`src/rtl/gcd_output.sv`:
```
// Result-collection stage of the Euclidean GCD datapath: captures |A| and the iteration count on B == 0.
// Optional macro GCD_OUTPUT_ZERO_ERR_EN flags termination with A == B == 0 as an error.
module gcd_output #(
   parameter int unsigned DATA_WIDTH     = 32,
   parameter int unsigned CNT_WIDTH      = 16,
   parameter int unsigned TIMEOUT_CYCLES = 1024
) (
   input  logic                         Clk,
   input  logic                         Reset,
   input  logic                         Start,
   input  logic signed [DATA_WIDTH-1:0] Ain,
   input  logic signed [DATA_WIDTH-1:0] Bin,
   input  logic        [DATA_WIDTH-1:0] Cin,
   input  logic                         Ready,
   output logic        [DATA_WIDTH-1:0] Result,
   output logic        [CNT_WIDTH-1:0]  Iters,
   output logic                         Valid,
   output logic                         Error,
   output logic                         Busy
);

   typedef enum logic [1:0] {
      IDLE = 2'd0,
      WAIT = 2'd1,
      HOLD = 2'd2
   } state_t;

   localparam logic [CNT_WIDTH-1:0] WD_LAST = CNT_WIDTH'(TIMEOUT_CYCLES - 1);

   state_t                  state, state_n;
   logic [CNT_WIDTH-1:0]    wd, wd_n;
   logic [DATA_WIDTH-1:0]   result_n;
   logic [CNT_WIDTH-1:0]    iters_n;
   logic                    valid_n, error_n, busy_n;
   logic [DATA_WIDTH-1:0]   a_u, mag;

   // Two's-complement magnitude; the most negative value maps to 2^(DATA_WIDTH-1).
   always_comb begin
      a_u = Ain;
      mag = a_u[DATA_WIDTH-1] ? ((~a_u) + DATA_WIDTH'(1)) : a_u;
   end

   always_ff @(posedge Clk or negedge Reset) begin
      if (!Reset) begin
         state  <= IDLE;
         wd     <= '0;
         Result <= '0;
         Iters  <= '0;
         Valid  <= 1'b0;
         Error  <= 1'b0;
         Busy   <= 1'b0;
      end else begin
         state  <= state_n;
         wd     <= wd_n;
         Result <= result_n;
         Iters  <= iters_n;
         Valid  <= valid_n;
         Error  <= error_n;
         Busy   <= busy_n;
      end
   end

   always_comb begin
      state_n  = state;
      wd_n     = wd;
      result_n = Result;
      iters_n  = Iters;
      valid_n  = Valid;
      error_n  = Error;
      case (state)
         IDLE: begin
            if (Start) begin
               state_n = WAIT;
               wd_n    = '0;
            end
         end
         WAIT: begin
            if (Start) begin
               wd_n = '0;
            end else if (Bin == '0) begin
               result_n = mag;
               iters_n  = CNT_WIDTH'(Cin);
               valid_n  = 1'b1;
`ifdef GCD_OUTPUT_ZERO_ERR_EN
               error_n  = (Ain == '0);
`else
               error_n  = 1'b0;
`endif
               state_n  = HOLD;
            end else if (wd == WD_LAST) begin
               result_n = '0;
               iters_n  = wd;
               valid_n  = 1'b1;
               error_n  = 1'b1;
               state_n  = HOLD;
            end else begin
               wd_n = wd + CNT_WIDTH'(1);
            end
         end
         HOLD: begin
            // Start without Ready is a protocol violation and is ignored.
            if (Ready) begin
               valid_n = 1'b0;
               error_n = 1'b0;
               if (Start) begin
                  state_n = WAIT;
                  wd_n    = '0;
               end else begin
                  state_n = IDLE;
               end
            end
         end
         default: state_n = IDLE;
      endcase
      busy_n = (state_n != IDLE);
   end

endmodule

```
`config.mk`:
```
export PLATFORM = sky130hd
export DESIGN_NAME = gcd_output
export DESIGN_NICKNAME = d
export VERILOG_FILES = /design/src/rtl/gcd_output.sv
export SDC_FILE = /design/constraint.sdc
export NUM_CORES = 1
export LEC_CHECK = 0
export CAP_MARGIN = 5
export CORE_UTILIZATION = 39
export DETAILED_ROUTE_END_ITERATION = 6
export PLACE_DENSITY = 0.77
export SETUP_SLACK_MARGIN = 0.05
export SYNTH_ARGS = -nofsm -noshare
export SYNTH_HDL_FRONTEND = slang
export SYNTH_SLANG_ARGS = --single-unit
```
`constraint.sdc`:
```
create_clock -name Clk -period 2.05 [get_ports Clk]
set_input_delay 0.41 -clock Clk [delete_from_list [all_inputs] [get_ports Clk]]
set_output_delay 0.41 -clock Clk [all_outputs]
set_load 0.05 [all_outputs]
```
# Yosys cells after proc, flatten, opt, wreduce, memory -nomap -nowiden
# Cells that the tools add are included.
# word_totals
register_bits,69
inputBits,100
output_inout_bits,51
# classes
add_sub_neg,2
n_eq_ne,8
n_mux,26
bitwise,2
reduce_logical,9
# ops
cell,n
2-to-1 mux 16 bit,7
2-to-1 mux 32 bit,3
case mux 16 bit (3 select lines),1
adder 32 x 1 -> 32 bit (second input constant),1
zero test 32 bit,1
NOT 32 bit,1
adder 16 x 1 -> 16 bit (second input constant),1
== test 16 x 10 -> 1 bit (second input constant),1
2-to-1 mux 2 bit,5
!= test 3 bit (second input constant),3
AND reduction 4 bit,2
2-to-1 mux 1 bit,7
case mux 2 bit (3 select lines),1
nonzero test 2 bit,3
!= test 2 bit (second input constant),2
case mux 1 bit (2 select lines),2
AND reduction 3 bit,1
nonzero test 3 bit,1
== test 2 x 1 -> 1 bit (second input constant),1
== test 2 bit (second input constant),1
zero test 2 bit,1
NOT 1 bit,1

# Depth between registers and ports, before layout
# depth
word_depth,6
ltp_mapped,9

# Worst setup path before layout
# OpenSTA, ideal clock, no wires.
# synth_timing
path_kind,in2reg
from,input port Ain[8]
to,register Result[16]
setup_ns,0.129
arrival_time_ns,2.030
slack_ns,-0.109
cell_stages,6
path_buffers,0
cell_sequence,or4_1 or3_4 or2_4 o41ai_4 xor2_1 o21ai_1
# synth_via
elab_chain_cells,4
# synth_lines
item,line_no,text
"start, declared",11,"input logic signed [DATA_WIDTH-1:0] Ain,"
NOT 32 bit,40,mag = a_u[DATA_WIDTH-1] ? ((~a_u) + DATA_WIDTH'(1)) : a_u;
adder 32 x 1 -> 32 bit,40,
2-to-1 mux 32 bit,40,
2-to-1 mux 32 bit,80,end else if (Bin == '0) begin
"end signal, assigned",55,Result <= result_n;
"end, declared",15,"output logic [DATA_WIDTH-1:0] Result,"
# Every way passes these cells.
# A chain may end at the register's enable or synchronous reset.

# Worst setup path in the final report
# layout_timing
from,input port Bin[2]
to,register Result[18]
# layout_via
elab_chain_cells,3
elab_cells_between_ends,4
cone_classes,mux: 1; reduce/logical: 3
# layout_lines
item,line_no,text
"start, declared",12,"input logic signed [DATA_WIDTH-1:0] Bin,"
zero test 32 bit *,80,
nonzero test 2 bit (no line),-,
AND reduction 3 bit (no line),-,
# Every way passes the cells marked *; elsewhere a longest branch is shown, timed or not.

==> reports/qor.log <==
INFO  route          drt_iter0_markers=137
INFO  final_layout   finish.net_count=706
INFO  final_layout   finalCoreUtilization=71.1%
INFO  setup_path     setup_crit_end_kind=flop
INFO  final_layout   layout-area-overhead-vs-synth=72.6%
INFO  final_layout   drive_above_1_share=28.5%
INFO  floorplan      std_cell_rows=34
INFO  timing         fin_worst_skew=13.8ps
INFO  pwr            peakVddDrop=0.321mV
INFO  floorplan      die_height=98.9um
INFO  timing         max_freq=472MHz
INFO  place          post-dp-hpwl=7.83mm
INFO  route          vias=3886
INFO  timing         relSlewSlack=62.6%
INFO  yosys          synth_compound_gate_area_share=17.3%
INFO  timing         rsz0062_at_grt=true
INFO  clocking       cts_inserted_buffers=9
INFO  outcome        run_status=complete, but fails checks
INFO  worst_hold_path min-delay-path-class=in2async
INFO  floorplan      floorplan.die_area=0.00978mm2
INFO  yosys          synth_top_family_by_area=simple AND/OR/NAND/NOR gates
INFO  yosys          yosys.area.top_type_share=47.1%
INFO  clocking       cts_num_sinks=69
INFO  yosys          syn_area_per_cell=9.32um2
INFO  yosys          synth_adder_area_share=0.683%
INFO  route          total_wirelength_of_the_detailed_routed_design=12.1mm
INFO  timing         setup_violations=10
INFO  yosys          ys_seq_elements=69
INFO  global_route   first_pass_grt_wire_length=18.8mm
INFO  yosys          synth_commonest_cells=nand2_1 (72), dfrtp_1 (69), o21ai_0 (69)
INFO  setup_path     worst_setup_path_start_kind=input pin
INFO  run            cap_violations=0
INFO  timing         post_route_clock_period_utilization=103%
INFO  yosys          ys.warnings.count=0
INFO  setup_path     timing.setup.critical_path_class=in2reg
INFO  floorplan      horizontal_extent_of_the_die=98.9um
INFO  setup_path     arrival=2340ps
INFO  timing         timing.hold.ws=69.7ps
INFO  yosys          post_synth_instance_area=0.00366mm2
INFO  floorplan      initial_utilization=41.2%
INFO  global_route   largest_net_degree_at_the_start_of_global_routing=70
INFO  timing         layout_min_cycle_time=2120ps
INFO  route          drtAntennaViolNets=0
INFO  route          remaining_drc_errors=0
INFO  clocking       tritoncts_clock_tree=built
INFO  route          drt-pass1-iter-count=4
INFO  place          finalWeightedCongestion=0.837
INFO  setup_path     crit_required=2270ps
INFO  timing         final_max_slew_viol_count=0
INFO  place          port-buffer-count=134
INFO  timing         final_report_hold_violation_count=0
INFO  global_route   overall_overflow_remaining_after_global_route=0
INFO  yosys          ys_seq_area_share=47.1%
INFO  pwr            power.total=0.00305W
INFO  pwr            power.density=482mW/mm2
INFO  route          routed_wire_length_per_instance=16.8um
INFO  yosys          synth_cell_type_count=43
INFO  yosys          netlist_instances=393
INFO  yosys          synth_area_leaders=dfrtp_1 (47%), o21ai_0 (9.4%), nand2_1 (7.4%), xor2_1 (6.7%), mux2i_1 (4.4%)
INFO  route          avgViaCountPerCell=5.43
INFO  yosys          yosys.cell_count.top_type=nand2_1
INFO  outcome        failing_checks=negative setup slack
INFO  final_layout   seqCellArea=0.00173mm2
INFO  yosys          async_reset_ff_share=100%
INFO  timing         timing.final.ws_setup=-68.9ps
INFO  setup_path     crit_fanout=15
INFO  final_layout   insertedDiodeCount=0
INFO  pwr            leakage=2.82nW
INFO  floorplan      floorplan.io_pins=151
INFO  final_layout   multiInputGateArea=0.00210mm2
INFO  clocking       cts-htree-levels=3
INFO  yosys          postSynth.topFlopCell=dfrtp_1
INFO  final_layout   fillerInstances=652
INFO  global_route   first_global_vias=3981
INFO  yosys          synthSimpleGateAreaFrac=20.4%
INFO  global_route   overall_track_demand_over_capacity_in_global_routing=24.2%
INFO  yosys          synthXorXnorAreaFrac=6.94%
INFO  global_route   antenna_violations_before_repair=0
INFO  yosys          synth_edf_count=0
INFO  clocking       cts-root-to-sink-buffers=2
INFO  yosys          yosys-mux-area-fraction=4.37%
INFO  clocking       clock_insertion_delay_worst_skew=360ps
INFO  yosys          synthesis.nets=495
INFO  clocking       clock-root-buffer=clkbuf_8
INFO  yosys          library_cell_with_the_largest_summed_area_after_synthesis=dfrtp_1
INFO  timing         worst-slew-pin-transition=559ps
INFO  floorplan      core_area=0.00889mm2
INFO  clocking       cts.reportedPaths.clkPinSlew=80ps
-- layer usage --
| metal | vias up | wire (um) | GRT usage (%) |
|---|---|---|---|
| met3 | 21 | 714 | 5.25 |
| li1 | 1834 | - | - |
| met1 | 1870 | 4880 | 29.7 |
| met2 | 161 | 6240 | 41.6 |
| met4 | 0 | 218 | 9.30 |
| met5 | - | 0 | 0 |
-- placed cells by master (no fill, tap or decap), types with 9 or more instances in the layout --
master,instances
o21ai_0,38
clkdlybuf4s50_1,98
dfrtp_1,69
xor2_1,28
clkbuf_8,9
nor4_2,10
nand2_1,65
mux2i_1,15
buf_4,71
o21ai_1,30
dlymetal6s2s_1,15
-- cells by family (layout without fill, tap and decap cells) --
family / after synthesis / count (layout)
buffers and inverters: 26 / 241
muxes: 16 / 16
and+or+nand+nor: 146 / 146
xor gates and xnor gates: 29 / 29
DFF: 69 / 69
adders and majority gates: 2 / 2
AOI/OAI and AO/OA: 105 / 105
-- power by group --
group | internal, W | switching [W]
combinational | 0.000244 | 0.000190
sequential | 0.00136 | 0.00000309
clock | 0.000686 | 0.000562
-- what timing repair did --
item	CTS	global route
hold buffers	0	0
setup buffers	9	1
gates resized for setup	89	70
pin swaps	32	16
cloned	1	4
endpoints found under the setup margin	46	66
-- metrics by stage --
step	std cells	worst slack, ps	TNS (ps)	cell area [um2]
3_3_place_gp	686	-599	-22710	5640
2_1_floorplan	393	-78.8	-153	3700
3_5_place_dp	686	-693	-26340	5640
5_1_grt	716	-124	-2970	6320
4_1_cts	711	-26.7	-94.0	6060
6_report	716	-68.9	-264	6320
-- path summary, 6_finish.rpt --
path                            from         end  slack (ps)  depth (start not counted)
setup reg to reg               wd[0]       wd[5]         -20                          8
hold reg to reg            Iters[14]   Iters[14]         480                          2
min in group Clk              Ain[8]   Result[8]         390                          3
hold / removal                 Reset   Iters[11]          70                          2
setup / recovery              Bin[2]  Result[18]         -70                         10
max in group asynchronous      Reset       wd[7]        1680                          2
-- registers in the layout, summed over array words and instances (netlist names) --
register / cells
state: 2
Iters: 16
wd: 16
Result: 32
Valid: 1
Busy: 1
Error: 1
-- critical path, cell delays in order --
cell	delay, ps
clkdlybuf4s50_1	440
nor4_2	210
nand2_1	150
nor4_4	310
buf_6	150
buf_4	110
o21ai_4	140
clkbuf_16	220
nand2_1	80
o21ai_0	100
-- final cells by class --
cell class	count	area share, %
clock buffer	10	2.02
clock inverter	5	1.37
inverter	8	0.475
multi-input combinational	298	33.2
sequential	69	27.3
tap	108	2.14
timing repair buffer	218	33.5
(Power assumes the default switching activity.)
